--- src/rtl/chip8_sprite_engine.sv ---
// Purpose: DXYN sprite XOR-draw and 00E0 clear sequencer driving chip8 VRAM port A and program RAM reads.
// Latency: (2+RD_LAT)*rows + 1 cycles per draw (done in the last), 33 cycles per clear.
// Backpressure: none; start/clear are only sampled in IDLE and dropped otherwise, busy flags the window.
module chip8_sprite_engine #(
   parameter int RD_LAT = 1,
   parameter bit WRAP   = 1'b0
) (
   input  logic        CLOCK_50,
   input  logic        reset,
   input  logic        start,
   input  logic        clear,
   input  logic [7:0]  x,
   input  logic [7:0]  y,
   input  logic [3:0]  n,
   input  logic [11:0] i_addr,
   output logic        busy,
   output logic        done,
   output logic        collision,
   output logic [11:0] ram_address,
   input  logic [7:0]  ram_q,
   output logic [4:0]  vram_address,
   output logic [63:0] vram_data,
   output logic        vram_wren,
   input  logic [63:0] vram_q
);

   typedef enum logic [2:0] {S_IDLE, S_ISSUE, S_WAIT, S_WRITE, S_CLR, S_DONE} state_t;

   // RD_LAT must be at least 1: q is captured on the last WAIT cycle.
   localparam int WCW = (RD_LAT > 1) ? $clog2(RD_LAT) : 1;
   localparam logic [WCW-1:0] WAIT_LAST = WCW'(RD_LAT - 1);

   state_t         state_q, state_d;
   logic [5:0]     col_q, col_d;
   logic [4:0]     row0_q, row0_d;
   logic [3:0]     n_q, n_d;
   logic [11:0]    base_q, base_d;
   logic [4:0]     r_q, r_d;
   logic [WCW-1:0] wcnt_q, wcnt_d;
   logic [4:0]     clr_cnt_q, clr_cnt_d;
   logic [7:0]     b_q, b_d;
   logic [63:0]    old_q, old_d;
   logic           coll_q, coll_d;

   logic [5:0]     row_sum;
   logic [5:0]     row_next_sum;
   logic [4:0]     r_inc;
   logic [63:0]    base_mask;
   logic [63:0]    mask;

   assign collision = coll_q;

   // Next-state and Moore outputs; addresses held through WAIT for the registered-address RAMs.
   always_comb begin
      state_d      = state_q;
      col_d        = col_q;
      row0_d       = row0_q;
      n_d          = n_q;
      base_d       = base_q;
      r_d          = r_q;
      wcnt_d       = wcnt_q;
      clr_cnt_d    = clr_cnt_q;
      b_d          = b_q;
      old_d        = old_q;
      coll_d       = coll_q;
      busy         = 1'b0;
      done         = 1'b0;
      ram_address  = 12'd0;
      vram_address = 5'd0;
      vram_data    = 64'd0;
      vram_wren    = 1'b0;

      // Row index without wrap; bit 5 set means the row fell off the bottom.
      row_sum      = 6'(row0_q) + 6'(r_q);
      r_inc        = r_q + 5'd1;
      row_next_sum = 6'(row0_q) + 6'(r_inc);

      // Bit 63 is column 0, so the sprite byte starts at the top and slides right by col.
      base_mask = {b_q, 56'd0};
      if (WRAP)
         mask = (base_mask >> col_q) | (base_mask << (7'd64 - {1'b0, col_q}));
      else
         mask = base_mask >> col_q;

      case (state_q)
         S_IDLE: begin
            if (clear) begin
               clr_cnt_d = 5'd0;
               coll_d    = 1'b0;
               state_d   = S_CLR;
            end else if (start) begin
               col_d   = x[5:0];
               row0_d  = y[4:0];
               n_d     = n;
               base_d  = i_addr;
               r_d     = 5'd0;
               coll_d  = 1'b0;
               state_d = (n == 4'd0) ? S_DONE : S_ISSUE;
            end
         end
         S_ISSUE: begin
            busy         = 1'b1;
            ram_address  = base_q + 12'(r_q);
            vram_address = row_sum[4:0];
            wcnt_d       = '0;
            state_d      = S_WAIT;
         end
         S_WAIT: begin
            busy         = 1'b1;
            ram_address  = base_q + 12'(r_q);
            vram_address = row_sum[4:0];
            if (wcnt_q == WAIT_LAST) begin
               b_d     = ram_q;
               old_d   = vram_q;
               state_d = S_WRITE;
            end else begin
               wcnt_d = wcnt_q + WCW'(1);
            end
         end
         S_WRITE: begin
            busy         = 1'b1;
            vram_wren    = 1'b1;
            vram_address = row_sum[4:0];
            vram_data    = old_q ^ mask;
            coll_d       = coll_q | (|(old_q & mask));
            r_d          = r_inc;
            if ((r_inc == {1'b0, n_q}) || (!WRAP && (row_next_sum > 6'd31)))
               state_d = S_DONE;
            else
               state_d = S_ISSUE;
         end
         S_CLR: begin
            busy         = 1'b1;
            vram_wren    = 1'b1;
            vram_address = clr_cnt_q;
            if (clr_cnt_q == 5'd31)
               state_d = S_DONE;
            else
               clr_cnt_d = clr_cnt_q + 5'd1;
         end
         S_DONE: begin
            done    = 1'b1;
            state_d = S_IDLE;
         end
         default: state_d = S_IDLE;
      endcase
   end

   // State and datapath registers with synchronous reset.
   always_ff @(posedge CLOCK_50) begin
      if (reset) begin
         state_q   <= S_IDLE;
         col_q     <= 6'd0;
         row0_q    <= 5'd0;
         n_q       <= 4'd0;
         base_q    <= 12'd0;
         r_q       <= 5'd0;
         wcnt_q    <= '0;
         clr_cnt_q <= 5'd0;
         b_q       <= 8'd0;
         old_q     <= 64'd0;
         coll_q    <= 1'b0;
      end else begin
         state_q   <= state_d;
         col_q     <= col_d;
         row0_q    <= row0_d;
         n_q       <= n_d;
         base_q    <= base_d;
         r_q       <= r_d;
         wcnt_q    <= wcnt_d;
         clr_cnt_q <= clr_cnt_d;
         b_q       <= b_d;
         old_q     <= old_d;
         coll_q    <= coll_d;
      end
   end

endmodule

--- config.mk ---
export PLATFORM = sky130hd
export DESIGN_NAME = chip8_sprite_engine
export DESIGN_NICKNAME = d
export VERILOG_FILES = /design/src/rtl/chip8_sprite_engine.sv
export SDC_FILE = /design/constraint.sdc
export NUM_CORES = 1
export LEC_CHECK = 0
export ABC_AREA = 1
export CORE_MARGIN = 1.5
export CORE_UTILIZATION = 45
export DETAILED_ROUTE_END_ITERATION = 10
export HOLD_SLACK_MARGIN = 0.12
export MAX_ROUTING_LAYER = met4
export PLACE_DENSITY_LB_ADDON = 0.25
export SYNTH_ARGS = -nofsm -noshare
export SYNTH_HDL_FRONTEND = slang
export SYNTH_SLANG_ARGS = --single-unit
--- constraint.sdc ---
create_clock -name CLOCK_50 -period 2.19 [get_ports CLOCK_50]
set_input_delay 0.438 -clock CLOCK_50 [delete_from_list [all_inputs] [get_ports CLOCK_50]]
set_output_delay 0.438 -clock CLOCK_50 [all_outputs]
set_load 0.03 [all_outputs]
Yosys cells after proc, flatten, opt, wreduce, memory -nomap -nowiden
Index checks and enable logic that the tools add are counted.
- bits in registers: 114
- bits in latches: 0
- RAM bits: 0
- memory bits (read-only): 0
- input port bits: 108
- output and inout bits: 85
- logic and storage cells: 79
- memories: 0
- $add $sub $neg: 6
- multiply operators: 0
- div/mod/pow operators: 0
- magnitude comparators: 1
- equal/unequal tests: 14
- shift-type cells: 1
- multiplexer cells: 24
- bitwise logic cells: 5
- reductions and logical operators: 17
- operators with widths (cell ; count):
    bitwise AND 64 bit ; 1
    2-to-1 mux 64 bit ; 1
    OR reduction 64 bit ; 1
    right shift 64 x 6 -> 64 bit ; 1
    bitwise XOR 64 bit ; 1
    case mux 5 bit (2 select lines) ; 3
    2-to-1 mux 5 bit ; 4
    2-to-1 mux 3 bit ; 6
    case mux 3 bit (5 select lines) ; 1
    adder 12 x 5 -> 12 bit ; 1
    2-to-1 mux 12 bit ; 1
    != test 2 bit (second input constant) ; 6
    AND reduction 3 bit ; 4
    adder 5 x 1 -> 5 bit (second input constant) ; 2
    adder 5 x 5 -> 6 bit ; 1
    equality test 3 x 2 -> 1 bit (second input constant) ; 2
    equality test 3 bit (second input constant) ; 2
    greater-than comparator 6 x 5 -> 1 bit (second input constant) ; 1
    2-to-1 mux 1 bit ; 6
    nonzero test 2 bit ; 3
    adder 5 bit ; 1
    equality test 5 x 4 -> 1 bit ; 1
    equality test 5 bit (second input constant) ; 1
    zero test 4 bit ; 1
    12 further kinds ; 16

Longest topological paths before layout
- word-level depth: 6
- depth in mapped cells: 18
- depth with buffers taken out: 17

Least setup slack after synthesis
No wires, ideal clock.
- path kind: reg-to-output
- start: reg col_q[0]
- end: out vram_data[20]
- arrival time: 2.015 ns
- required time: 1.752 ns
- setup slack: -0.263 ns
- stages on the path, launching flop included: 13
- path buffers: 2
- cells stage by stage: dfxtp_1 buf_6 buf_12 o21ai_1 nand2_1 nand3_2 nor2_1 a31oi_1 or2_1 nor2_1 ha_1 inv_1 nor2_1
- longest elaborated chain between the ends: 3
- RTL lines (what ; line ; text):
    start, declared ; 34 ; logic [5:0] col_q, col_d;
    start signal, assigned ; 165 ; col_q <= col_d;
    right shift 64 x 6 -> 64 bit ; 83 ; mask = base_mask >> col_q;
    bitwise XOR 64 bit ; 124 ; vram_data = old_q ^ mask;
    2-to-1 mux 64 bit ; 85 ; case (state_q)
    end, declared ; 22 ; output logic [63:0] vram_data,
Every way passes these cells.

Worst setup path after layout
- start: reg col_q[0]
- end: out vram_data[53]
The elaborated chain is that of the path after synthesis.

==> load_flow_metrics.sql <==
INSERT INTO impl_metrics (metric_group, metric, value, unit) VALUES
('yosys', 'synthCells', '1099', ''),
('sta', 'final-max-slew-violation-count', '0', ''),
('finish', 'layout-drive-gt1-share', '43.43', '%'),
('floorplan', 'floorplan.die.width', '131.0', 'microns'),
('yosys', 'largest_family_of_logic_cells_by_synthesized_area', 'simple AND/OR/NAND/NOR gates', ''),
('drt', 'drc_errors', '0', ''),
('finish', 'nets', '1567', ''),
('critical_path', 'crit_required', '1.75', 'ns'),
('clock_tree', 'clock_path_buffers', '2', ''),
('pwr', 'p_leak', '5.078', 'nW'),
('pwr', 'power_density', '906.3', 'nW/um^2'),
('sta', 'final_critical_path_setup_slack', '-0.8021', 'ns'),
('yosys', 'syn_avg_cell_area', '6.703', 'sq um'),
('floorplan', 'pin_count', '193', ''),
('sta', 'maximum_frequency_from_static_timing_analysis', '334.2', 'MHz'),
('drt', 'first_pass_iters', '7', ''),
('clock_tree', 'tritoncts_num_sinks', '113', ''),
('drt', 'drtIter0Drc', '562', ''),
('floorplan', 'starting_density_of_the_core', '46.21', '%'),
('grt', 'grt-ovfl-total', '0', ''),
('sta', 'unrepaired_setup_endpoints_after_global_routing', 'true', ''),
('floorplan', 'chipHeight', '131.0', 'microns'),
('place', 'placement.io_buffers', '187', ''),
('hold_path', 'worstHoldStart', 'old_q[43]', ''),
('yosys', 'synth.top_cells.by_count', '182 x inv_1, 182 x nor2_1, 124 x o21ai_0, 122 x nand2_1, 116 x a21oi_1', ''),
('floorplan', 'row_count', '46', ''),
('clock_tree', 'tritoncts', 'yes', ''),
('sta', 'fin_crit_sh', '136.6', '%'),
('drt', 'ant_nets', '0', ''),
('critical_path', 'worst_r2r_startpoint', 'col_q[0]', ''),
('yosys', 'yosysWarnings', '0', ''),
('critical_path', 'category_of_the_critical_setup_timing_path', 'reg -> out', ''),
('hold_path', 'min_path_type', 'reg -> reg', ''),
('critical_path', 'critPathCaptureType', 'primary output', ''),
('grt', 'first_global_vias', '7850', ''),
('yosys', 'yosys.area.top_type_share', '30.71', '%'),
('outcome', 'status', 'finished, violations left', ''),
('sta', 'hold_violations', '0', ''),
('floorplan', 'fp.coreArea', '15940', 'sq um'),
('yosys', 'yosysSeqAreaShare', '30.71', '%'),
('yosys', 'synth.lib_cells_used.distinct', '44', ''),
('drt', 'wl_per_cell', '17.46', 'microns'),
('yosys', 'dominant_synthesized_flop_cell', 'dfxtp_1', ''),
('yosys', 'async_reset_ff_share', '0', '%'),
('flow_run', 'max_cap_viol_count', '0', ''),
('yosys', 'yosys.area_share.simple', '21.40', '%'),
('critical_path', 'worst-r2r-setup-slack', '-0.53', 'ns'),
('grt', 'grt_max_degree', '93', ''),
('sta', 'final.min_clock_period', '2.992', 'ns'),
('critical_path', 'worstRegToRegCells', '18', ''),
('place', 'gp_routability_congestion', '0.9694', ''),
('yosys', 'synth.area.top_cells', 'dfxtp_1 31%, ha_1 14%, inv_1 9.3%', ''),
('floorplan', 'dieArea', '17150', 'sq um'),
('clock_tree', 'cts_hold_buffers', '0', ''),
('clock_tree', 'clkSlewWorstSetupHoldPaths', '0.06', 'ns'),
('outcome', 'failed_checks', 'setup timing', ''),
('critical_path', 'arrival', '2.55', 'ns'),
('sta', 'setup_viol_count_final', '79', ''),
('yosys', 'yosys-mux-area-fraction', '0', '%'),
('finish', 'fill_cell_total_of_the_finished_layout', '1052', ''),
('drt', 'total_via_count_after_detailed_routing', '8581', ''),
('sta', 'relSlewSlack', '64.16', '%'),
('grt', 'antenna_found_initial', '1', ''),
('pwr', 'irDropWorstVdd', '0.7503', 'mV'),
('hold_path', 'hold_path_depth', '2', ''),
('place', 'numPlacedInstances', '1535', ''),
('drt', 'totalWireLength', '27.99', 'mm'),
('hold_path', 'worst_hold_endpoint', 'old_q[43]', ''),
('clock_tree', 'h_tree_level_count', '4', ''),
('clock_tree', 'clock-root-buffer', 'clkbuf_16', ''),
('drt', 'vias_per_cell', '5.353', '');
sequential cells by signal, summed over array words and instances, names as in the netlist:
register,cells
collision,1
row0_q,5
b_q,8
state_q,3
n_q,4
base_q,12
old_q,64
clr_cnt_q,5
r_q,5
col_q,6
kinds of logic (layout without fill, tap and decap cells):
logic type,Yosys count,in the layout
buf+inv,252,539
fa+ha+maj,83,83
flops,113,113
other cells,0,1
simple gates,374,374
xor+xnor,4,4
compound gates,273,273
worst max-delay path by stage:
stage,endpoint,cells past startpoint,from
6_report,vram_data[53],12,col_q[0]
5_1_grt,vram_data[10],14,col_q[0]
4_1_cts,vram_data[20],13,col_q[0]
3_5_place_dp,vram_data[10],12,col_q[0]
3_3_place_gp,vram_data[10],12,col_q[0]
2_1_floorplan,vram_data[20],12,col_q[0]
power breakdown:
group,internal (mW),switching [mW]
sequential,2.60,0.467
combinational,2.33,3.46
clock,1.65,0.974
total,6.57,4.91
cells in the final DEF, fill, tap and decap left out, drive strengths merged, types with 2 or more instances in the layout:
cell	count
a211oi	2
a21oi	116
a31oi	4
buf	209
clkbuf	24
clkdlybuf4s50	103
clkinv	4
dfxtp	113
dlygate4sd2	2
fa	2
ha	81
inv	194
nand2	124
nand3	18
nand4	9
nor2	188
nor3	10
nor4	20
o21ai	139
o22ai	5
or2	4
xnor2	2
xor2	2
repair_timing:
item | CTS | global route
pin swaps | 114 | 112
setup buffers | 23 | 19
cloned | 1 | 0
gates resized for setup | 304 | 195
endpoints found under the setup margin | 86 | 84
critical path: stages (launching register included):
cell      delay [ns]
dfxtp_4         0.38
buf_6           0.14
o21ai_2         0.19
nand2_2         0.12
a31oi_4         0.23
nand2_2         0.08
o211ai_1        0.14
buf_4           0.18
nor2_1          0.04
ha_1            0.31
inv_1           0.05
nor2_2          0.10
buf_6           0.15
cell type report:
class                   count  area [sq um]  area share (%)
inverters                 194         750.7           5.928
well taps                 216         270.3           2.134
repair buffers            316          3047           24.06
flip-flops and latches    113          2295           18.12
clock buffers              23         488.0           3.853
diodes                      1         2.502         0.01976
clock inverters             6         57.56          0.4545
multi-input cells         734          5754           45.44
stage by stage:
step / power, mW / instance area [sq um] / worst slack (ns) / util (%) / setup TNS [ns]
after floorplan: 5.539 / 7634 / -0.01554 / - / -0.01554
after global placement: 7.017 / 10020 / -0.6678 / 62.86 / -22.31
after detailed placement: 7.078 / 10020 / -0.7251 / 62.86 / -23.46
after CTS: 10.48 / 11740 / -0.7135 / 73.62 / -41.66
after global routing: 12.07 / 12660 / -0.8995 / 79.44 / -52.64
final: 11.48 / 12660 / -0.8021 / 79.44 / -46.02
routing by layer:
metal | vias to the layer above | part of all wire [%] | GRT usage [%]
met5 | - | 0 | -
met2 | 360 | 51 | 49.92
li1 | 4101 | - | -
met3 | 79 | 6.4 | 7.085
met1 | 4041 | 39 | 35.87
met4 | 0 | 3.5 | 12.73
Note: power is estimated with default switching activity, not from simulation.
==> patch 1: new RTL, same flow settings <==
Make the reset (`reset`) asynchronous in one clocked block. Comments in the files are not updated.
--- a/src/rtl/chip8_sprite_engine.sv
+++ b/src/rtl/chip8_sprite_engine.sv
@@ -148,5 +148,5 @@
 
    // State and datapath registers with synchronous reset.
-   always_ff @(posedge CLOCK_50) begin
+   always_ff @(posedge CLOCK_50 or posedge reset) begin
       if (reset) begin
          state_q   <= S_IDLE;
Check against the original RTL: differs if reset is asserted again (counterexample within 4 cycles, from zero or initial values and one cycle with reset high); with reset held inactive, the same outputs for 4 cycles.
==> patch 1 against the unedited design <==
The run still ends with negative setup slack left; synthesized area grew 5.2%; routed wire length is 2.8% higher; first-iteration DRC count is 21% higher; setup slack lost 0.089 ns; hold slack worse by 0.054 ns; sequential cell count is the same; design area is 5.8% higher; sequential share of layout area up 3.0 points; critical path type unchanged; critical endpoint is now vram_data[16]; largest cell class unchanged.
Power is not compared: it rests on default switching activity, and its combinational part moved more than twofold at a synthesized area within 25%.
==> patch 1: results (changes against the unedited design) <==
[synth]
synth_nets = 1254  ; was 1290
ys.flop_type = dfrtp_1  ; was dfxtp_1
netlist_top_cells_count = 334 x nand2_1, 148 x nor2_1, 120 x inv_1  ; was 182 x inv_1, 182 x nor2_1, 124 x o21ai_0
yosysUniqueCellTypes = 39  ; was 44
synth_warnings = 0  ; unchanged
yosysSeqAreaShare_pct = 36.5  ; was 30.7%
netlist_top_cells_area = dfrtp_1 36%, nand2_1 16%, ha_1 13%  ; was dfxtp_1 31%, ha_1 14%, inv_1 9.3%
synthArstFlopShare_pct = 100  ; was 0%

[status]
violations = negative setup slack  ; unchanged
status = finished with violations  ; unchanged

[route]
dr.pass1.iters = 7  ; unchanged
vias = 8489  ; was 8581
drtIter0Drc = 680  ; was 562
wire_per_inst_um = 18.0  ; was 17.5 µm

[clock_tree]
insertion_delay_ns = 0.43  ; about the same
htreeDepth = 4  ; unchanged
cts_max_path_buffers = 2  ; unchanged
cts_buffers = 17  ; unchanged
root_buffer = clkbuf_16  ; unchanged
cts.clk_slew.worst_paths_ns = 0.06  ; about the same

[setup_path]
slowest_stage = dfrtp_2  ; was dfxtp_4
crit_path_max_fanout = 7  ; unchanged
slowest_delay_ns = 0.47  ; was 0.38 ns
crit_arrival_ns = 2.64  ; was 2.55 ns

[final_layout]
nets = 1557  ; was 1567
drive_above_1_share_pct = 43.1  ; was 43.4%
diodes = 0  ; was 1
reg.largest.list = old_q: 64 flops, base_q: 12 flops, b_q: 8 flops  ; unchanged

[place]
io_buffers = 187  ; unchanged
dpl_cell_area_um2 = 11100  ; was 10000 µm²
place_congestion = 0.954  ; was 0.969
place_hpwl_mm = 19.0  ; was 18.1 mm
pre_cts_ws_ns = -0.773  ; was -0.725 ns

[power]
p_int_mw = 11.1
ir_drop_mv = 0.970
p_leak_nw = 6.44

[sta]
slew_headroom_pct = 18.2  ; was 64.2%
setup_viol = 80  ; was 79
skew_ns = 0.00899  ; was 0.00711 ns
fin_ws_ns = -0.892  ; was -0.802 ns

[min_path]
hold_class = in -> async  ; was reg -> reg

[global_route]
grt_pass1_vias = 8402  ; was 7850
grt_pass1_wl_mm = 43.4  ; was 38.7 mm
antenna_found_initial = 0  ; was 1
track_usage_pct = 31.9  ; was 30.5%
grt_max_degree = 80  ; was 93

patch 1: cell count changes after synthesis, moves of 62 or more:
cell	change
dfrtp_1	+113
dfxtp_1	-113
nand2_1	+212
inv_1	-62
o21ai_0	-83
a21oi_1	-78
patch 1: cells by family after synthesis:
logic type / count (synthesis) / synth area share [%]
buf+inv: 172 / 8.92
xor+xnor: 6 / 0.678
mux: 15 / 2.84
fa+ha+maj: 83 / 13.6
compound gates: 100 / 7.26
flops: 113 / 36.5
simple gates: 574 / 30.2
patch 1: final timing paths:
check	start	endpoint	slack, ns	depth (start not counted)
worst max register to register	col_q[0]	collision	-0.64	16
worst min register to register	old_q[33]	old_q[33]	0.48	2
min in group CLOCK_50	old_q[33]	old_q[33]	0.48	2
worst max-delay path	col_q[0]	vram_data[16]	-0.89	12
max in group asynchronous	reset	old_q[44]	1.23	3
worst min-delay path	reset	clr_cnt_q[4]	0.40	2
patch 1: final cells by class:
class | instances | area, µm²
timing repair buffer | 329 | 3320
multi-input combinational | 778 | 5850
fill | 1024 | 3300
sequential | 113 | 2830
clock buffer | 22 | 454
inverter | 127 | 495
tap | 220 | 275
clock inverter | 10 | 183
patch 1: layer usage:
metal	wire, µm	global-route usage, %	up-vias
met2	14100	51.2	376
met5	0	-	-
li1	-	-	3969
met4	690	10.0	0
met1	11900	40.7	4090
met3	2120	6.39	54
patch 1: what timing repair did:
| item | CTS | global route |
|---|---|---|
| pin swaps | 94 | 85 |
| gates resized for setup | 276 | 145 |
| endpoints found under the setup margin | 86 | 84 |
| hold buffers | 0 | 0 |
| setup buffers | 15 | 15 |
patch 1: power by group through the flow:
stage / clock network (mW) / logic (mW) / registers, mW
detailed placement: 0 / 10.3 / 3.92
floorplan: 0 / 6.28 / 3.72
global route: 3.17 / 15.0 / 4.19
finish: 3.09 / 14.0 / 4.09
global placement: 0 / 10.0 / 3.89
CTS: 3.07 / 12.2 / 3.99
patch 1: stage by stage:
step / utilization [%] / instances / hold slack [ns] / setup TNS [ns]
6_report: 80.3 / 1599 / 0.396 / -55.06
5_1_grt: 80.3 / 1599 / 0.438 / -60.98
4_1_cts: 76.1 / 1589 / 0.412 / -49.71
3_5_place_dp: 66.4 / 1543 / 0.469 / -27.51
3_3_place_gp: 66.4 / 1543 / 0.461 / -25.58
2_1_floorplan: - / 1063 / 0.448 / -0.136
patch 1: worst max-delay path: cells and delay by family, from the launching register on:
| kind | cells | cell delay [ns] |
|---|---|---|
| adder cells (fa/ha/maj) | 1 | 0.26 |
| buffers and inverters | 5 | 0.71 |
| AO/OA/AOI/OAI | 3 | 0.44 |
| AND/OR/NAND/NOR | 3 | 0.33 |
| flip-flops | 1 | 0.47 |
==> patch 2: new RTL, config.mk and constraints unchanged <==
Without the edit above. Change the parameter `WRAP` from 1'b0 to 1'b1.
--- a/src/rtl/chip8_sprite_engine.sv
+++ b/src/rtl/chip8_sprite_engine.sv
@@ -4,5 +4,5 @@
 module chip8_sprite_engine #(
    parameter int RD_LAT = 1,
-   parameter bit WRAP   = 1'b0
+   parameter bit WRAP   = 1'b1
 ) (
    input  logic        CLOCK_50,
Behaviour: not the same (a bounded check fails within 4 cycles, from zero or initial values and one cycle with reset high).
==> patch 2 against the unedited design <==
The run still ends with negative setup slack left; sequential power fell by 9.1%; critical path depth rose by 1; via count rose by 8.9%; routed wire length rose by 7.5%; setup slack improved by 0.046 ns; core utilization fell by 0.89 points; design area rose by 3.2%; clock skew rose by 0.00080 ns; combinational power rose by 11%; largest cell class unchanged; synthesized area rose by 4.5%; sequential cell count did not move; maximum frequency rose by 1.5%; total power rose by 3.4%.
==> patch 2: results (changes against the unedited design) <==
[synth]
netlist_top_cells_count = 197 x nand2_1, 174 x nor2_1, 129 x a21oi_1  ; was 182 x inv_1, 182 x nor2_1, 124 x o21ai_0
netlist_top_cells_area = dfxtp_1 29%, ha_1 13%, nand2_1 9.6%  ; was dfxtp_1 31%, ha_1 14%, inv_1 9.3%
yosysSeqAreaShare_pct = 29.4  ; was 30.7%
yosysUniqueCellTypes = 43  ; was 44

[setup_path]
crit_arrival_ns = 2.51  ; was 2.55 ns
cp-endpoint = vram_data[9]  ; was vram_data[53]
crit_path_max_fanout = 6  ; was 7
r2r_setup_slack_ns = -0.31  ; was -0.53 ns
rr_worst_depth = 14  ; was 18

[route]
wl_met3_mm = 2.16  ; was 1.79 mm
wl_mm = 30.1  ; was 28.0 mm
vias = 9342  ; was 8581
drtIter0Drc = 614  ; was 562
met1_length_mm = 12.0  ; was 11.1 mm
dr.pass1.iters = 5  ; was 7
wl_met2_mm = 14.8  ; was 14.2 mm

[sta]
setup_viol = 80  ; was 79
hold_slack_ns = 0.468  ; was 0.450 ns
worstMarginPinSlew_ns = 0.657  ; was 0.538 ns
fin_ws_ns = -0.757  ; was -0.802 ns
tns_ns = -44.02  ; was -46.02 ns
skew_ns = 0.00791  ; was 0.00711 ns

[status]
status = finished with violations  ; unchanged
violations = negative setup slack  ; unchanged

[place]
place_congestion = 1.00  ; was 0.969
pre_cts_ws_ns = -0.906  ; was -0.725 ns
place_inst = 1607  ; was 1535

[global_route]
grt_pass1_wl_mm = 44.3  ; was 38.7 mm
track_usage_pct = 32.4  ; was 30.5%
grt_max_degree = 78  ; was 93
use_met3_pct = 6.42  ; was 7.08%
met1_usage_pct = 39.4  ; was 35.9%
grt_pass1_vias = 8750  ; was 7850

[final_layout]
nets = 1630  ; was 1567
drive_above_1_share_pct = 43.5  ; was 43.4%

[min_path]
timing.hold.worst_endpoint = old_q[58]  ; was old_q[43]

[power]
p_sw_mw = 5.37  ; was 4.91 mW
clock_power_share_pct = 22.6  ; was 22.9%
p_clk_mw = 2.68  ; was 2.62 mW
p_leak_nw = 5.22  ; was 5.08 nW
seq_cell_power_mw = 2.79  ; was 3.07 mW

patch 2: changes by cell type after synthesis, sizes merged, moves of 14 or more:
cell   before  now
nand3      18  116
a21oi     116  130
o21ai     139   74
nand2     124  205
buf        25   39
inv       193  113
patch 2: cell type report:
type / count / area, µm²
diodes: 1 / 2.50
clock buffers: 18 / 429
clock inverters: 14 / 130
fillers: 1143 / 3570
inverters: 115 / 467
multi-input cells: 860 / 6310
flip-flops and latches: 113 / 2290
well taps: 220 / 275
repair buffers: 336 / 3170
patch 2: timing repair:
action,in CTS,in global routing
endpoints found under the setup margin,85,83
gates cloned,0,0
setup buffers,28,13
gates resized for setup,324,170
pin swaps,86,103
patch 2: logic make-up after synthesis:
logic type               synth area share, %
adder cells (fa/ha/maj)                 13.0
AO/OA/AOI/OAI                           15.0
buffers and inverters                   10.0
flip-flops                              29.4
AND/OR/NAND/NOR                         31.1
XOR/XNOR                                1.33
multiplexers                           0.130
